$ cat config.mk
export PLATFORM = sky130hd
export DESIGN_NAME = uart_tx_cfg
export DESIGN_NICKNAME = d
export VERILOG_FILES = /design/src/rtl/uart_tx_cfg.sv
export SDC_FILE = /design/constraint.sdc
export NUM_CORES = 1
export LEC_CHECK = 0
export CAP_MARGIN = 20
export CORE_ASPECT_RATIO = 1.2
export CORE_MARGIN = 1
export CORE_UTILIZATION = 45
export CTS_CLUSTER_DIAMETER = 30
export DETAILED_ROUTE_END_ITERATION = 16
export PLACE_DENSITY_LB_ADDON = 0.2
export SYNTH_ARGS = -nofsm -noshare
export SYNTH_HDL_FRONTEND = slang
export SYNTH_SLANG_ARGS = --single-unit
$ cat constraint.sdc
create_clock -name clk -period 8.2 [get_ports clk]
set_input_delay 2.05 -clock clk [delete_from_list [all_inputs] [get_ports clk]]
set_output_delay 2.05 -clock clk [all_outputs]
set_load 0.01 [all_outputs]
$ cat src/rtl/uart_tx_cfg.sv
// uart_tx_cfg: runtime-configurable UART transmitter with an input FIFO.
// Frame = start, 5..8 data bits LSB first, optional even/odd parity, 1 or 2
// stop bits. The frame format and divisor are captured when a byte is popped,
// so reconfiguring mid-frame only affects the following frame.
//
// Handshake: a byte transfers on a rising clk edge where s_valid && s_ready.
// s_ready depends only on registered FIFO occupancy (low when full) and does
// not depend on s_valid. A pop in the same cycle does not raise s_ready.
module uart_tx_cfg #(
  parameter int CLK_FREQ   = 100_000_000,
  parameter int BAUD_RATE  = 9600,
  parameter int FIFO_DEPTH = 4,
  parameter int DIV_W      = 16,
  localparam int LVL_W     = $clog2(FIFO_DEPTH) + 1
) (
  input  logic             clk,
  input  logic             reset,
  input  logic [DIV_W-1:0] cfg_div,
  input  logic [1:0]       cfg_data_bits,
  input  logic [1:0]       cfg_parity,
  input  logic             cfg_stop2,
  input  logic             s_valid,
  input  logic [7:0]       s_data,
  output logic             s_ready,
  output logic             tx,
  output logic             tx_busy,
  output logic [LVL_W-1:0] fifo_level
);

  localparam int AW = $clog2(FIFO_DEPTH);
  localparam logic [DIV_W-1:0] DEFAULT_DIV = DIV_W'(CLK_FREQ / BAUD_RATE);

  typedef enum logic [2:0] {
    S_IDLE   = 3'd0,
    S_START  = 3'd1,
    S_DATA   = 3'd2,
    S_PARITY = 3'd3,
    S_STOP   = 3'd4
  } state_t;

  // FIFO storage and bookkeeping
  logic [7:0]       mem_q [FIFO_DEPTH];
  logic [AW-1:0]    wr_ptr_q, wr_ptr_d, rd_ptr_q, rd_ptr_d;
  logic [LVL_W-1:0] level_q, level_d;
  logic             push, pop, fifo_empty;

  // Serial engine
  state_t           state_q, state_d;
  logic [DIV_W-1:0] cnt_q, cnt_d, div_q, div_d;
  logic [2:0]       bit_idx_q, bit_idx_d, last_bit_q, last_bit_d;
  logic [7:0]       shreg_q, shreg_d;
  logic             par_en_q, par_en_d, par_bit_q, par_bit_d;
  logic             stop2_q, stop2_d, stop_ph_q, stop_ph_d;
  logic             tx_q, tx_d, busy_q, busy_d;

  // Frame latch helpers
  logic [7:0]       head_masked;
  logic [DIV_W-1:0] div_eff;
  logic             bit_end, stop_last;

  assign s_ready    = (level_q != LVL_W'(FIFO_DEPTH));
  assign fifo_empty = (level_q == '0);
  assign fifo_level = level_q;
  assign tx         = tx_q;
  assign tx_busy    = busy_q;

  // Byte at the FIFO head with inactive upper bits cleared, and the divisor to latch
  always_comb begin
    head_masked = mem_q[rd_ptr_q] & (8'hFF >> (2'd3 - cfg_data_bits));
    div_eff     = (cfg_div == '0) ? DEFAULT_DIV : cfg_div;
    bit_end     = (cnt_q == div_q - DIV_W'(1));
    stop_last   = (state_q == S_STOP) && bit_end && (!stop2_q || stop_ph_q);
    push        = s_valid && s_ready;
    pop         = !fifo_empty && ((state_q == S_IDLE) || stop_last);
  end

  // FIFO pointer and occupancy update
  always_comb begin
    wr_ptr_d = push ? wr_ptr_q + AW'(1) : wr_ptr_q;
    rd_ptr_d = pop  ? rd_ptr_q + AW'(1) : rd_ptr_q;
    level_d  = level_q;
    case ({push, pop})
      2'b10:   level_d = level_q + LVL_W'(1);
      2'b01:   level_d = level_q - LVL_W'(1);
      default: level_d = level_q;
    endcase
  end

  // Engine next-state: tx_d is the line value for the state being entered
  always_comb begin
    state_d    = state_q;
    cnt_d      = cnt_q;
    div_d      = div_q;
    bit_idx_d  = bit_idx_q;
    last_bit_d = last_bit_q;
    shreg_d    = shreg_q;
    par_en_d   = par_en_q;
    par_bit_d  = par_bit_q;
    stop2_d    = stop2_q;
    stop_ph_d  = stop_ph_q;
    tx_d       = tx_q;
    busy_d     = busy_q;
    unique case (state_q)
      S_IDLE: begin
        tx_d   = 1'b1;
        busy_d = 1'b0;
      end
      S_START: begin
        if (bit_end) begin
          state_d   = S_DATA;
          cnt_d     = '0;
          bit_idx_d = '0;
          tx_d      = shreg_q[0];
        end else begin
          cnt_d = cnt_q + DIV_W'(1);
        end
      end
      S_DATA: begin
        if (bit_end) begin
          cnt_d = '0;
          if (bit_idx_q == last_bit_q) begin
            stop_ph_d = 1'b0;
            if (par_en_q) begin
              state_d = S_PARITY;
              tx_d    = par_bit_q;
            end else begin
              state_d = S_STOP;
              tx_d    = 1'b1;
            end
          end else begin
            bit_idx_d = bit_idx_q + 3'd1;
            shreg_d   = shreg_q >> 1;
            tx_d      = shreg_q[1];
          end
        end else begin
          cnt_d = cnt_q + DIV_W'(1);
        end
      end
      S_PARITY: begin
        if (bit_end) begin
          state_d   = S_STOP;
          cnt_d     = '0;
          stop_ph_d = 1'b0;
          tx_d      = 1'b1;
        end else begin
          cnt_d = cnt_q + DIV_W'(1);
        end
      end
      S_STOP: begin
        if (bit_end) begin
          cnt_d = '0;
          if (stop_last) begin
            state_d = S_IDLE;
            tx_d    = 1'b1;
            busy_d  = 1'b0;
          end else begin
            stop_ph_d = 1'b1;
          end
        end else begin
          cnt_d = cnt_q + DIV_W'(1);
        end
      end
      default: begin
        state_d = S_IDLE;
        tx_d    = 1'b1;
        busy_d  = 1'b0;
      end
    endcase
    // A pop (from IDLE or the final stop cycle) latches the next frame and starts it
    if (pop) begin
      state_d    = S_START;
      cnt_d      = '0;
      tx_d       = 1'b0;
      busy_d     = 1'b1;
      shreg_d    = head_masked;
      div_d      = div_eff;
      last_bit_d = {1'b1, cfg_data_bits};
      par_en_d   = (cfg_parity == 2'b01) || (cfg_parity == 2'b10);
      par_bit_d  = (^head_masked) ^ (cfg_parity == 2'b10);
      stop2_d    = cfg_stop2;
    end
  end

  // FIFO storage write; contents need no reset since pointers are cleared
  always_ff @(posedge clk) begin
    if (push) mem_q[wr_ptr_q] <= s_data;
  end

  // State registers with synchronous reset
  always_ff @(posedge clk) begin
    if (reset) begin
      wr_ptr_q   <= '0;
      rd_ptr_q   <= '0;
      level_q    <= '0;
      state_q    <= S_IDLE;
      cnt_q      <= '0;
      div_q      <= DIV_W'(1);
      bit_idx_q  <= '0;
      last_bit_q <= 3'd7;
      shreg_q    <= '0;
      par_en_q   <= 1'b0;
      par_bit_q  <= 1'b0;
      stop2_q    <= 1'b0;
      stop_ph_q  <= 1'b0;
      tx_q       <= 1'b1;
      busy_q     <= 1'b0;
    end else begin
      wr_ptr_q   <= wr_ptr_d;
      rd_ptr_q   <= rd_ptr_d;
      level_q    <= level_d;
      state_q    <= state_d;
      cnt_q      <= cnt_d;
      div_q      <= div_d;
      bit_idx_q  <= bit_idx_d;
      last_bit_q <= last_bit_d;
      shreg_q    <= shreg_d;
      par_en_q   <= par_en_d;
      par_bit_q  <= par_bit_d;
      stop2_q    <= stop2_d;
      stop_ph_q  <= stop_ph_d;
      tx_q       <= tx_d;
      busy_q     <= busy_d;
    end
  end

endmodule

== Word-level counts from Yosys, hierarchy flattened ==
Memories as Yosys holds them, arrays and structs flattened. A register that Yosys moved wholly into a read port is not among the register bits.
Index checks and enable logic that the tools add are counted.
Word-level totals
  flip-flop bits (word level): 61
  bits in writable memories: 32
  memories: 1
Operators by class
  add/subtract/negate cells: 8
  eq/ne operators: 28
  shift operators: 1
  muxes and demuxes: 43
  bitwise operators: 3
  reductions and logical operators: 28
Memory list
  mem_q: words 4, width 8, read ports 1, clocked after Yosys merged registers in 1, wr ports 1, line 42  | logic [7:0] mem_q [FIFO_DEPTH];
Operator list (number)
  $mux W16: 2
  $mux W8: 4
  $mux W3: 10
  $ne A3 B3 Y1 const B: 7
  $ne A2 B2 Y1 const B: 10
  $mux W1: 19
  $add A16 B1 Y16 const B: 1
  $eq A16 B16 Y1: 1
  $logic_not A16 Y1: 1
  $sub A16 B1 Y16 const B: 1
  $pmux W3 S5: 1
  $reduce_and A7 Y1: 2
  $pmux W3 S2: 2
  $and A8 B8 Y8: 1
  $reduce_bool A2 Y1: 4
  $reduce_xor A8 Y1: 1
  $shr A8 B2 Y8 const A: 1
  $add A3 B1 Y3 const B: 2
  $eq A3 B2 Y1 const B: 2
  $logic_not A3 Y1: 2
  $reduce_and A3 Y1: 2
  $reduce_and A6 Y1: 1
  $reduce_and A5 Y1: 1
  $add A2 B1 Y2 const B: 2
  22 further kinds: 31

== Depth between registers and ports, before layout ==
  depth after elaboration: 8
  mapped depth: 18

== Worst setup path before layout ==
No wires, ideal clock.
  path kind: register -> register
  start point: register div_q[0]
  end point: register level_q[2], in the netlist fifo_level[2]
  setup time: 0.070 ns
  arrival: 3.620 ns
  data required time: 8.130 ns
  path slack: 4.510 ns
  cell stages (with the launch flop): 19
  buffers on the path: 2
  cell sequence: dfxtp_1 -> buf_6 -> inv_1 -> ha_1 -> clkbuf_1 -> o21bai_1 -> a21oi_1 -> mux2i_1 -> o211a_1 -> or4_4 -> nor3_4 -> nor2_1 -> inv_2 -> ha_1 -> inv_1 -> fa_1 -> xor2_1 -> or3_1 -> a21oi_1
On the way
  word-level cells in the longest chain between the ends: 8
Ends and longest elaborated chain
  start: declaration: line 49  | logic [DIV_W-1:0] cnt_q, cnt_d, div_q, div_d;
  start signal: assignment: line 213  | div_q <= div_d;
  $sub A16 B1 Y16 (*): line 71  | bit_end = (cnt_q == div_q - DIV_W'(1));
  $eq A16 B16 Y1 (*): line 71
  $logic_and A1 B1 Y1 (*) (2 in a row): line 72  | stop_last = (state_q == S_STOP) && bit_end && (!stop2_q || stop_ph_q);
  $logic_or A1 B1 Y1 (*): line 74  | pop = !fifo_empty && ((state_q == S_IDLE) || stop_last);
  $logic_and A1 B1 Y1 (*): line 74
  $eq A2 B1 Y1 / $eq A2 B2 Y1 (equally long branches): line 82  | case ({push, pop})
  $pmux W3 S2 / $reduce_bool A2 Y1 (equally long branches)
  end signal: assignment: line 210  | level_q <= level_d;
  end: declaration: line 44  | logic [LVL_W-1:0] level_q, level_d;
Mark *: on every way between the ends. The rest lies on a longest branch, timed or not.
A chain may end at the register's enable or synchronous reset.

== Final worst setup path ==
  start point: register div_q[2]
  end point: register level_q[2], in the netlist fifo_level[2]
The elaborated chain is that of the path after synthesis.

==> run_results.csv <==
group,metric,value,unit
run_status,status,"complete, no violations",
worst_setup_path,critPathArrivalTime,5.35,ns
floorplanning,die_height,115.9,um
clock_tree,insertion_delay,0.34,ns
floorplanning,dieArea,11230,sq um
route,vias,3863,
synth,synth_top_cell_area_share,25.93,%
layout,antenna_cells,0,
global_route,grt.total_usage,21.02,%
pwr,p_leak,1.941,nW
clock_tree,max-clock-path-buffers,2,
worst_setup_path,crit_type,"register to register",
synth,synth_edf_count,32,
clock_tree,cts-buffers-inserted,9,
route,post-route-drc-count,0,
floorplanning,fp.dieW,96.92,um
flow_run,maxCapViolations,0,
synth,synthSimpleGateAreaFrac,18.75,%
clock_tree,post_cts_buffers,0,
global_route,grt_pass1_vias,3877,
worst_setup_path,cpMaxStageDelayCell,"nor4_2",
clock_tree,h-tree-depth,3,
worst_setup_path,crit_path_start_kind,"register",
floorplanning,core,10520,sq um
pwr,p_per_area,321.0,nW/um^2
timing,worst_pin_slew,0.9676,ns
clock_tree,holdBufCountCts,0,
synth,synth_area_per_cell,9.788,sq um
synth,synthXorXnorAreaFrac,8.102,%
global_route,grt_max_degree,45,
worst_setup_path,cp_data_required_time,8.47,ns
route,wirelength,11280,um
layout,final_net_count,562,
synth,async_reset_ff_share,0,%
timing,fin_worst_skew,0.007398,ns
timing,rsz0062_at_grt,"false",
timing,setup_viol,0,
global_route,grt_overflow,0,
synth,synth.net_count,539,
global_route,antenna_found_initial,0,
timing,slew_headroom,34.95,%
layout,fin_util,52.91,%
placement,portBuffers,37,
synth,ys_seq_elements,95,
timing,finalCritPeriodShare,61.85,%
synth,syn_inst,497,
pwr,vdd_ir_drop_max,0.1458,mV
placement,gp_congestion,0.8686,
route,routedWlPerCell,17.25,um
worst_setup_path,crit_fanout,22,
worst_setup_path,setup.worst_path.end_class,"register",
synth,synthMuxAreaShare,4.552,%
min_path,min_path_type,"register to register",
clock_tree,clkSinkCount,95,
placement,hpwl,8161,um
route,firstDrtPassIters,4,
worst_setup_path,cp_slowest_stage_delay,0.88,ns
synth,ys.flop_type,"dfxtp_1",
route,viasPerCell,5.907,
synth,yosys.area_share.adder,2.726,%
synth,yosysTopAreaCell,"dfxtp_1",
clock_tree,clk_pin_slew,0.07,ns
synth,syn-cell-area,4865,sq um
route,drt_iter0_drc,167,
floorplanning,start_util,46.26,%
synth,yosysWarnings,0,
global_route,grt_pass1_wl,18670,um
timing,fin_crit,5.071,ns
synth,synth_top_family_by_area,"simple AND/OR/NAND/NOR gates",
worst_setup_path,cp_cell_sequence,"nor4_2 > nand4_1 > xnor2_1 > nand3_1 > or4_4 > nor3_4 > nor2_1 > inv_2 > ha_1 > inv_1 > fa_1 > xor2_1 > or3_1 > a21oi_1",
clock_tree,cts_root_buf,"clkbuf_16",
timing,maxSlewViolCount,0,
route,drtAntennaViolNets,0,
floorplanning,rows,41,
floorplanning,io_pins,38,
timing,hold_viol_final,0,
clock_tree,cts_tree,"done",
synth,synth.distinct_cells,61,
synth,synth_area_leaders,"dfxtp_1 (26%), edfxtp_1 (20%), xnor2_1 (4.7%)",
layout,drive_above_1_share,7.619,%
synth,synth.yosys.seq_area_share,45.68,%
pwr,p_total,0.001786,W
clock_tree,cts_resized,0,
synth,synth-compound-area-share,15.56,%
timing,fmax,0.1972,GHz
timing,tns,0,ns
layout,area_delta_synth_final,14.38,%
## worst paths after layout
kind | from | endpoint | slack [ns] | cells after the start
worst max register to register | div_q[2] | fifo_level[2] | 3.13 | 14
worst min register to register | shreg_q[2] | shreg_q[2] | 0.47 | 1
worst min-delay path | shreg_q[2] | shreg_q[2] | 0.47 | 1
worst max-delay path | div_q[2] | fifo_level[2] | 3.13 | 14
## cell type report
type	count	area [sq um]
sequential	95	2222
tap	129	161.4
fill	970	4952
clock buffer	9	225.2
timing repair buffer	40	392.9
inverter	23	86.33
multi-input combinational	351	2424
clock inverter	7	52.55
## registers in the layout (all words and copies together), names as in the netlist, named ones only
| register | count |
|---|---|
| div_q | 16 |
| last_bit_q | 2 |
| state_q | 3 |
| stop2_q | 1 |
| fifo_level | 3 |
| par_bit_q | 1 |
| bit_idx_q | 3 |
| cnt_q | 16 |
| tx | 1 |
| wr_ptr_q | 2 |
| shreg_q | 8 |
| rd_ptr_q | 2 |
| mem_q | 32 |
| par_en_q | 1 |
| tx_busy | 1 |
| stop_ph_q | 1 |
## cells in the final DEF (no fill, tap or decap), drive strengths merged, types with 3 or more instances in the layout
cell type and count:
nand2b 3, nor2 36, mux4 8, or2 3
buf 3, and4 4, clkbuf 9, a21o 3
o31ai 3, a21oi 32, xnor2 26, nor3 23
a211oi 9, o21bai 3, inv 27, clkdlybuf4s50 37
a22oi 5, dfxtp 63, ha 9, a311oi 6
o2bb2ai 5, xor2 19, o21ai 24, nand2 21
mux2i 3, or3 3, nand3 29, a31oi 5
nand4 10, o211ai 4, nor4 13, edfxtp 32
and3 10, a22o 4, or4 4
## critical path, delay by kind of cell, from the launching register on
family / cells / cell delay (ns)
buffers and inverters: 2 / 0.31
adders and majority gates: 2 / 0.60
DFF: 1 / 0.39
AOI/OAI and AO/OA: 1 / 0.14
xor gates and xnor gates: 2 / 0.48
and+or+nand+nor: 7 / 3.07
## per-layer routing
metal,vias to the layer above,global-route usage [%],routed length (um)
met1,1861,25.03,4841
met3,31,3.920,404
met5,-,0,0
li1,1886,-,-
met2,85,36.95,5664
met4,0,9.950,373
## per-stage QoR
step                hold slack [ns]  instance area, sq um  std cells  worst slack, ns
floorplan                    0.4327                  4865        497            4.510
global placement             0.4472                  5286        638            3.618
detailed placement           0.4549                  5286        638            3.302
CTS                          0.4738                  5564        654            3.226
global route                 0.4962                  5564        654            2.869
finish                       0.4736                  5564        654            3.129
## synth_stat cells, drive strengths merged (10+ instances only)
| library cell | count |
|---|---|
| and3 | 10 |
| xnor2 | 26 |
| nand3 | 29 |
| a21oi | 32 |
| xor2 | 19 |
| clkbuf | 16 |
| inv | 23 |
| nand4 | 10 |
| nor3 | 23 |
| nand2 | 21 |
| dfxtp | 63 |
| o21ai | 24 |
| buf | 12 |
| nor4 | 13 |
| nor2 | 36 |
| edfxtp | 32 |
## kinds of logic after synthesis
kind of cell / count (synthesis)
multiplexers: 12
AO/OA/AOI/OAI: 115
buffers and inverters: 51
XOR/XNOR: 45
flip-flops: 95
AND/OR/NAND/NOR: 169
adder cells (fa/ha/maj): 10
## power breakdown
part	total (W)	switching, W	internal (W)
sequential	0.000675	0.0000987	0.000576
combinational	0.000712	0.000411	0.000301
clock	0.000399	0.000190	0.000209
total	0.00179	0.000699	0.00109
Power figures use the tool's default switching activity.
